## src/rtl/data_memory_ctrl.sv

```systemverilog
// Data memory for the RV32 load/store path: request/ready handshake, optional
// wait states, byte-lane stores, sign/zero-extended loads and access faults.

module data_memory_ctrl #(
  parameter int DEPTH_WORDS = 128,
  parameter int WAIT_STATES = 0,
  parameter int INIT_ZERO   = 0
) (
  input  logic        CLK,
  input  logic        RST_N,
  input  logic        REQ,
  output logic        READY,
  input  logic        WE,
  input  logic [1:0]  SIZE,
  input  logic        UNS,
  input  logic [31:0] A,
  input  logic [31:0] WD,
  output logic        RVALID,
  output logic [31:0] RD,
  output logic        FAULT
);

  localparam logic [1:0]  ST_IDLE     = 2'd0;
  localparam logic [1:0]  ST_WAIT     = 2'd1;
  localparam logic [1:0]  ST_RESP     = 2'd2;
  localparam int          IDX_W       = (DEPTH_WORDS > 1) ? $clog2(DEPTH_WORDS) : 1;
  localparam bit          HAS_WAIT    = (WAIT_STATES > 0);
  localparam logic [3:0]  WAIT_LOAD   = HAS_WAIT ? 4'(WAIT_STATES - 1) : 4'd0;
  localparam logic [29:0] DEPTH_LIMIT = 30'(DEPTH_WORDS);

  // The array has no reset; INIT_ZERO is only range-checked here.
  if (WAIT_STATES < 0 || WAIT_STATES > 15) begin : g_bad_wait
    $error("data_memory_ctrl: WAIT_STATES must be in 0..15");
  end
  if (DEPTH_WORDS < 2 || IDX_W > 30) begin : g_bad_depth
    $error("data_memory_ctrl: DEPTH_WORDS out of supported range");
  end
  if (INIT_ZERO != 0 && INIT_ZERO != 1) begin : g_bad_init
    $error("data_memory_ctrl: INIT_ZERO must be 0 or 1");
  end

  function automatic logic access_fault_f(input logic [1:0] size, input logic [31:0] addr);
    logic bad_s;
    case (size)
      2'b00:   bad_s = 1'b0;
      2'b01:   bad_s = addr[0];
      2'b10:   bad_s = (addr[1:0] != 2'b00);
      default: bad_s = 1'b1;
    endcase
    return bad_s | (addr[31:2] >= DEPTH_LIMIT);
  endfunction

  function automatic logic [3:0] lane_enable_f(input logic [1:0] size, input logic [1:0] off);
    logic [3:0] en_s;
    case (size)
      2'b00:   en_s = 4'b0001 << off;
      2'b01:   en_s = off[1] ? 4'b1100 : 4'b0011;
      2'b10:   en_s = 4'b1111;
      default: en_s = 4'b0000;
    endcase
    return en_s;
  endfunction

  function automatic logic [31:0] lane_data_f(input logic [1:0] size, input logic [31:0] wd);
    logic [31:0] data_s;
    case (size)
      2'b00:   data_s = {4{wd[7:0]}};
      2'b01:   data_s = {2{wd[15:0]}};
      default: data_s = wd;
    endcase
    return data_s;
  endfunction

  function automatic logic [31:0] load_extend_f(input logic [31:0] word, input logic [1:0] size,
                                                input logic [1:0] off, input logic uns);
    logic [7:0]  byte_s;
    logic [15:0] half_s;
    logic [31:0] res_s;
    case (off)
      2'd0:    byte_s = word[7:0];
      2'd1:    byte_s = word[15:8];
      2'd2:    byte_s = word[23:16];
      default: byte_s = word[31:24];
    endcase
    half_s = off[1] ? word[31:16] : word[15:0];
    case (size)
      2'b00:   res_s = uns ? {24'd0, byte_s} : {{24{byte_s[7]}}, byte_s};
      2'b01:   res_s = uns ? {16'd0, half_s} : {{16{half_s[15]}}, half_s};
      2'b10:   res_s = word;
      default: res_s = 32'd0;
    endcase
    return res_s;
  endfunction

  logic [1:0]       state_r;
  logic [1:0]       state_nxt_s;
  logic [3:0]       cnt_r;
  logic [3:0]       cnt_nxt_s;
  logic             go_resp_s;
  logic             accept_s;
  logic             we_r;
  logic [1:0]       size_r;
  logic             uns_r;
  logic [31:0]      addr_r;
  logic [31:0]      wd_r;
  logic             acc_we_s;
  logic [1:0]       acc_size_s;
  logic             acc_uns_s;
  logic [31:0]      acc_addr_s;
  logic [31:0]      acc_wd_s;
  logic             acc_fault_s;
  logic [IDX_W-1:0] acc_idx_s;
  logic [31:0]      mem_word_s;
  logic [3:0]       lane_en_s;
  logic [31:0]      lane_data_s;
  logic             rvalid_r;
  logic             fault_r;
  logic [31:0]      rd_r;
  logic [31:0]      mem_r [DEPTH_WORDS];

  assign READY    = RST_N & (state_r == ST_IDLE);
  assign accept_s = READY & REQ;
  assign RVALID   = rvalid_r;
  assign RD       = rd_r;
  assign FAULT    = fault_r;

  // Next-state and wait-counter decode; go_resp_s marks the edge that enters RESP.
  always_comb begin
    state_nxt_s = state_r;
    cnt_nxt_s   = cnt_r;
    go_resp_s   = 1'b0;
    case (state_r)
      ST_IDLE: begin
        if (REQ) begin
          if (HAS_WAIT) begin
            state_nxt_s = ST_WAIT;
            cnt_nxt_s   = WAIT_LOAD;
          end else begin
            state_nxt_s = ST_RESP;
            go_resp_s   = 1'b1;
          end
        end else begin
          state_nxt_s = ST_IDLE;
        end
      end
      ST_WAIT: begin
        if (cnt_r == 4'd0) begin
          state_nxt_s = ST_RESP;
          go_resp_s   = 1'b1;
        end else begin
          cnt_nxt_s = cnt_r - 4'd1;
        end
      end
      ST_RESP: state_nxt_s = ST_IDLE;
      default: state_nxt_s = ST_IDLE;
    endcase
  end

  // With no wait states the access completes on the accept edge, so use live inputs then.
  always_comb begin
    if (state_r == ST_IDLE) begin
      acc_we_s   = WE;
      acc_size_s = SIZE;
      acc_uns_s  = UNS;
      acc_addr_s = A;
      acc_wd_s   = WD;
    end else begin
      acc_we_s   = we_r;
      acc_size_s = size_r;
      acc_uns_s  = uns_r;
      acc_addr_s = addr_r;
      acc_wd_s   = wd_r;
    end
  end

  assign acc_fault_s = access_fault_f(acc_size_s, acc_addr_s);
  assign acc_idx_s   = acc_addr_s[IDX_W+1:2];
  assign mem_word_s  = mem_r[acc_idx_s];
  assign lane_en_s   = lane_enable_f(acc_size_s, acc_addr_s[1:0]);
  assign lane_data_s = lane_data_f(acc_size_s, acc_wd_s);

  // Control state, request capture and registered response.
  always_ff @(posedge CLK) begin
    if (!RST_N) begin
      state_r  <= ST_IDLE;
      cnt_r    <= 4'd0;
      we_r     <= 1'b0;
      size_r   <= 2'b00;
      uns_r    <= 1'b0;
      addr_r   <= 32'd0;
      wd_r     <= 32'd0;
      rvalid_r <= 1'b0;
      fault_r  <= 1'b0;
      rd_r     <= 32'd0;
    end else begin
      state_r <= state_nxt_s;
      cnt_r   <= cnt_nxt_s;
      if (accept_s) begin
        we_r   <= WE;
        size_r <= SIZE;
        uns_r  <= UNS;
        addr_r <= A;
        wd_r   <= WD;
      end
      if (go_resp_s) begin
        rvalid_r <= 1'b1;
        fault_r  <= acc_fault_s;
        rd_r     <= (acc_fault_s || acc_we_s) ? 32'd0
                    : load_extend_f(mem_word_s, acc_size_s, acc_addr_s[1:0], acc_uns_s);
      end else begin
        rvalid_r <= 1'b0;
      end
    end
  end

  // Byte-lane store commit; reset on the same edge abandons the store.
  always_ff @(posedge CLK) begin
    if (RST_N && go_resp_s && acc_we_s && !acc_fault_s) begin
      for (int i = 0; i < 4; i++) begin
        if (lane_en_s[i]) begin
          mem_r[acc_idx_s][8*i +: 8] <= lane_data_s[8*i +: 8];
        end
      end
    end
  end

endmodule
```

## config.mk

```make
export PLATFORM = sky130hd
export DESIGN_NAME = data_memory_ctrl
export DESIGN_NICKNAME = d
export VERILOG_FILES = /design/src/rtl/data_memory_ctrl.sv
export SDC_FILE = /design/constraint.sdc
export NUM_CORES = 2
export LEC_CHECK = 0
export BUFFER_PORTS_ARGS = -buffer_cell sky130_fd_sc_hd__buf_2
export CORE_AREA = 2 2 591 593
export DETAILED_ROUTE_END_ITERATION = 12
export DIE_AREA = 0 0 593 595
export SYNTH_ARGS = -nofsm -noshare
export SYNTH_HDL_FRONTEND = slang
export SYNTH_SLANG_ARGS = --single-unit
```

## constraint.sdc

```tcl
create_clock -name CLK -period 12.55 [get_ports CLK]
set_clock_uncertainty 0.2 [all_clocks]
set_input_delay 1.255 -clock CLK [delete_from_list [all_inputs] [get_ports CLK]]
set_output_delay 1.255 -clock CLK [all_outputs]
set_load 0.05 [all_outputs]
```

After elaboration in Yosys (flattened, before gate mapping)
Memory sizes are Yosys's and may differ from the RTL's.
Index checks and enable logic that the tools add are counted.
W data, S select, Z words.
{ "word_totals": {"register_bits": 108, "mem_bits_rw": 4096, "in_bits": 71, "output_inout_bits": 35, "memories": 1} }
{ "memory_table": {"columns": ["memory", "depth", "width", "rd", "rd_ports_with_merged_regs", "write_ports", "line", "rtl"], "rows": [
  ["mem_r", 128, 32, 1, 0, 1, "119", "logic [31:0] mem_r [DEPTH_WORDS];"]
]} }
{ "op_classes": {"addsub": 1, "magnitude_cmp": 1, "n_eq_ne": 6, "n_shift": 1, "mux": 34, "bitwise": 4, "n_reduce_logical": 11} }
{ "ops": {"columns": ["operator", "count"], "rows": [
  ["$mux W32", 5],
  ["$pmux W32 S3", 1],
  ["$pmux W32 S2", 1],
  ["$ge A30 B8 Y1 const B", 1],
  ["$pmux W8 S3", 1],
  ["$mux W1", 17],
  ["$mux W16", 1],
  ["$pmux W4 S3", 1],
  ["$eq A2 B1 Y1 const B", 3],
  ["$logic_not A2 Y1", 3],
  ["$mux W2", 3],
  ["$eq A2 B2 Y1 const B", 2],
  ["$logic_not A4 Y1", 1],
  ["$mux W4", 1],
  ["$pmux W2 S2", 1],
  ["$shl A1 B2 Y4 const A", 1],
  ["$sub A4 B1 Y4 const B", 1],
  ["$logic_and A1 B1 Y1", 3],
  ["$pmux W1 S3", 1],
  ["$and A1 B1 Y1", 2],
  ["$ne A2 B2 Y1 const B", 1],
  ["$pmux W1 S2", 1],
  ["$reduce_and A2 Y1", 1],
  ["$reduce_bool A2 Y1", 1],
  ["other kinds (4)", 4]
]} }

Logic depth before layout (Yosys ltp)
{ "logic_depth": {"ltp_word": 9, "mapped_depth": 17, "ltp_nobuf": 10} }

Worst setup path after synthesis
OpenSTA, ideal clock, no wires.
{ "synth_timing": {"path_type": "flip-flop to flip-flop", "startpoint": "register state_r[1]", "endpoint": "memory mem_r[0][26], data pin", "setup_time_ns": 1.198, "arrival_ns": 8.451, "t_required_ns": 11.152, "setup_slack_ns": 2.701, "path_stages_with_launch": 11, "path_cell_list": "dfxtp_1 > buf_4 > buf_6 > buf_6 > buf_2 > buf_2 > buf_2 > buf_1 > mux2_2 > o21ai_0 > o21ai_0"} }
{ "synth_between": {"elab_cells_between_ends": 6, "classes_between": "1 x eq/ne; 3 x mux; 2 x reduce/logical"} }
{ "synth_rtl": {"columns": ["item", "line", "rtl"], "rows": [
  ["start, declared", "95", "logic [1:0] state_r;"],
  ["start signal, assigned", "196", "state_r <= state_nxt_s;"],
  ["$logic_not A2 Y1", "161", "if (state_r == ST_IDLE) begin"],
  ["$mux W32", "161", null],
  ["named net acc_wd_s[2]", "110", "logic [31:0] acc_wd_s;"],
  ["$pmux W32 S2", "66", "case (size)"],
  ["named net lane_data_s[26]", "115", "logic [31:0] lane_data_s;"],
  ["end, declared", "119", null]
]} }
The timed path passes the listed nets, and every way through them passes these cells.

Worst setup path after layout
{ "layout_timing": {"startpoint": "register state_r[1]", "endpoint": "register rd_r[29] (netlist: RD[29])"} }
{ "layout_between": {"elab_chain_cells": 7, "elab_cells_between_ends": 25, "classes_between": "1 x order compare; 5 x eq/ne; 12 x mux; 1 x bitwise; 5 x reduce/logical; 1 x memory"} }
{ "layout_lines": {"columns": ["item", "line", "rtl"], "rows": [
  ["$logic_not A2 Y1", "132, 161", null],
  ["$mux W32 or $mux W2 (tied branches)", "161", null],
  ["$mem_v2 Z128 W32 (tied with other cells)", null, null],
  ["$pmux W8 S3 (tied with other cells)", "79", "case (off)"],
  ["$mux W32 (tied with other cells)", "87", "2'b00: res_s = uns ? {24'd0, byte_s} : {{24{byte_s[7]}}, byte_s};"],
  ["$pmux W32 S3 or $logic_or A1 B1 Y1 (tied branches)", "86, 208", null],
  ["$mux W32", "208", "rd_r <= (acc_fault_s || acc_we_s) ? 32'd0"],
  ["end signal, assigned", "208", null],
  ["end, declared", "118", "logic [31:0] rd_r;"]
]} }
Several ways; a longest one is shown, not always the timed one.
A chain may end at the register's enable or synchronous reset.

==> metrics.md <==
| Metric | Value |
|---|---|
| Global Route Usage Sum | 30.18% |
| Vias | 97540 |
| Net Sw Frac | 23.58% |
| CP delay by family, top | compound AO/OA/AOI/OAI gates |
| Worst setup EP type | flop |
| Pins over their slew limit | 9 |
| Critical-path top delay cell | o41ai_1 |
| Crit-path most repeated cell | buf_4 |
| Final Hold Viols | 0 |
| Core area | 347300 sq um |
| Hold_buf cts | 0 |
| Worst Path Arrival | 7.81 ns |
| Post-synth EDFFs | 4096 |
| Initial antenna violation count | 54 |
| Synth Register Bits | 4189 |
| Synth Instances | 9527 |
| Logic gate share of total power | 7.0% |
| Drt pass-1 iters | 8 |
| Final GP Congestion | 0.9369 |
| Site Rows | 217 |
| Layout Nets | 9668 |
| Fin Hold WS | 0.2493 ns |
| Final period utilization | 56.06% |
| Leak | 52.82 nW |
| Synth area leader | edfxtp_1 |
| Run status | complete, but fails checks |
| FF-to-FF End | RD[29] |
| Clock power frac | 40.0% |
| Reg2reg setup slack | 5.51 ns |
| Yosys cell types | 81 |
| Crit-path cells | buf_4 -> mux2_8 -> buf_4 -> buf_4 -> nand2_1 -> a32oi_1 -> a31oi_1 -> o41ai_1 -> nand4_1 -> a22oi_2 -> o211ai_4 -> a21oi_4 -> a221o_1 |
| IO buf count | 105 |
| CP Buf/Inv Count | 3 |
| Cell Pwr Density | 170.3 nW/um^2 |
| Post-route ant nets | 0 |
| Share of cells above drive strength 1 | 9.998% |
| H-tree Lvls | 5 |
| Synth Flop Type | edfxtp_1 |
| Largest cells by area after synthesis | edfxtp_1 (79%), o22ai_1 (6.9%), nor2_1 (1.8%) |
| Layout overhead on the synthesized area | 11.64% |
| Slew HR | -1.328% |
| DRC | 0 |
| DRT iter0 DRCs | 15620 |
| Final core utilization | 50.00% |
| Hold path startpoint | addr_r[25] |
| R2R Path Start | state_r[1] |
| Clock Pin Slew Worst Setup and Hold Paths | 0.07 ns |
| Clock Sink Count | 4189 |
| Syn Std Cell Area | 155500 sq um |
| Number of global-route vias before repair | 91430 |
| Die W | 593 um |
| Worst hold path depth | 2 |
| Max clock buf depth | 4 |
| Critical path class | flop to flop |
| Worst vdd ir | 0.1253 mV |
| Hold endpoint | addr_r[25] |
| Worst-Margin Slew | 1.514 ns |
| First-pass GRT wire length | 740900 um |
| CTS resizes | 0 |
| Flop pwr share | 53.0% |
| YS warnings | 0 |
| Post-synth ARST share | 0% |
| Share of the synthesized area in the top cell type | 79.09% |
| Worst EP required | 13.33 ns |
| Die ar. | 352800 sq um |
| Die Span Y | 595 um |
| CP Max Fanout | 72 |
| Routed wire length | 546000 um |
| Initial Util | 44.78% |
| Setup TNS | 0 ns |
| CTS tree | done |
| Setup bufs post-CTS | 0 |
| Clock root cell | clkbuf_16 |
| Pin count of the biggest net entering global routing | 128 |
| Internal Pwr Total | 22.60 mW |
| Post-layout min period | 7.036 ns |
| Final Setup Violations | 0 |
| Syn_nets | 9598 |
| DP HPWL | 324200 um |
| Worst hold path class | flop to flop |
| Final Power | 29.57 mW |
| Max-cap violations | 1 |
| Clk_lat worst skew | 1.03 ns |
| Startpoint types | flop |
| Fmax achieved | 142.1 MHz |
| CP peak stage delay | 0.91 ns |
| Via density | 6.681 |
| CTS buffer count | 413 |
| Filler cells | 28370 |
| Unrepaired setup endpoints after global routing | no |
| Sequential fraction of the synthesis area | 80.29% |
| Failing checks | capacitance limit, slew limit |
| Net Switching | 6.975 mW |
| Per-cell routed wire length | 37.40 um |
| GR Overflow Total | 0 |
| Worst Reg-to-Reg Cells | 13 |
| Ports | 106 |
| Synth Area per Inst | 16.32 sq um |
flip-flops by register name, indices dropped and copies added (netlist names):
name / flops
RD: 32
size_r: 2
uns_r: 1
FAULT: 1
wd_r: 32
addr_r: 23
mem_r: 4096
state_r: 1
we_r: 1
stage by stage:
| stage | setup WS [ns] | instances | area, sq um |
|---|---|---|---|
| detailed placement | 5.504 | 13780 | 160800 |
| floorplan | 2.701 | 9527 | 155500 |
| global placement | 5.512 | 13780 | 160800 |
| CTS | 5.830 | 14540 | 173500 |
| global route | 5.506 | 14570 | 173500 |
| finish | 5.514 | 14600 | 173600 |
routing by layer:
layer | share of wire (%) | routed length [um] | track usage, %
met1 | 35 | 193000 | 38.30
met2 | 44 | 240800 | 44.26
met3 | 13 | 69000 | 9.119
met4 | 7.7 | 42180 | 20.69
met5 | 0.18 | 958 | 2.874
cell usage after synthesis, types with 10 or more instances:
library cell and n:
nand3_1 86, o21ai_0 270, clkbuf_1 217, buf_2 324, nand2b_1 12, and3_1 15, a211o_1 11, buf_4 72
nor4_1 184, o32ai_1 13, dfxtp_1 93, nand3b_1 10, a22oi_1 70, a21oi_1 110, o22ai_1 1707, nor2_1 735
a41oi_1 46, a32oi_1 35, buf_6 46, o41ai_1 168, mux2i_1 135, edfxtp_1 4096, nand4_1 17, mux2_2 13
a31oi_1 46, nand2_1 579, o21ai_1 12, o221ai_1 48, buf_1 22, nor3_1 105, or4_1 12, o31ai_1 63
power by group through the flow:
stage	Clock (mW)	Combinational [mW]	Sequential (mW)
after global routing	12.4	2.11	15.7
final	11.8	2.07	15.7
after CTS	11.8	2.00	15.7
after floorplan	0	1.03	16.1
after global placement	0	1.95	16.0
after detailed placement	0	1.99	16.0
worst max path at each step:
stage | end | slack [ns] | cells past startpoint | startpoint
global placement | RD[24] | 5.51 | 13 | A[2]
CTS | RD[29] | 5.83 | 13 | state_r[1]
finish | RD[29] | 5.51 | 13 | state_r[1]
floorplan | mem_r[0][26] | 2.70 | 10 | state_r[1]
global route | RD[29] | 5.51 | 13 | state_r[1]
detailed placement | RD[29] | 5.50 | 13 | A[2]
worst min-delay path, stage by stage, from the launching register on:
cell and delay (ns):
dfxtp_1 0.30, nand2_1 0.05, a21oi_1 0.05
final cells by class:
| type | count | area (sq um) | area share (%) |
|---|---|---|---|
| flip-flops and latches | 4189 | 124900 | 71.92 |
| multi-input cells | 4651 | 27650 | 15.92 |
| clock buffers | 523 | 10900 | 6.281 |
| well taps | 4599 | 5754 | 3.314 |
| repair buffers | 336 | 2510 | 1.446 |
| clock inverters | 237 | 1769 | 1.019 |
| diodes | 58 | 145.1 | 0.08360 |
| inverters | 6 | 22.52 | 0.01297 |
logic make-up (layout without fill, tap and decap cells):
kind of cell | count (synthesis) | in the layout | synth area share, %
flip-flops | 4189 | 4189 | 80.29
AO/OA/AOI/OAI | 2689 | 2689 | 11.29
AND/OR/NAND/NOR | 1811 | 1811 | 5.110
buffers and inverters | 687 | 1102 | 2.315
multiplexers | 151 | 151 | 0.9969
other | 0 | 58 | 0
layout by cell type, fill, tap and decap left out, types with 15 or more instances in the layout:
| cell | n |
|---|---|
| clkinv_2 | 74 |
| buf_4 | 211 |
| nand2_1 | 565 |
| and3_1 | 15 |
| dfxtp_1 | 92 |
| clkinv_1 | 107 |
| o31ai_1 | 63 |
| bufinv_16 | 19 |
| a32oi_1 | 35 |
| o21ai_0 | 251 |
| clkbuf_1 | 101 |
| nor4_1 | 184 |
| a22oi_1 | 70 |
| o21ai_4 | 21 |
| buf_12 | 20 |
| nand3_1 | 86 |
| o221ai_1 | 48 |
| o41ai_1 | 164 |
| nand4_1 | 17 |
| edfxtp_1 | 4096 |
| a21oi_1 | 98 |
| o22ai_1 | 1707 |
| nor2_1 | 734 |
| nor3_1 | 105 |
| mux2i_1 | 135 |
| a41oi_1 | 46 |
| diode_2 | 58 |
| buf_2 | 105 |
| clkbuf_16 | 420 |
| a31oi_1 | 46 |
No activity file was read; power rests on OpenSTA's default activity.
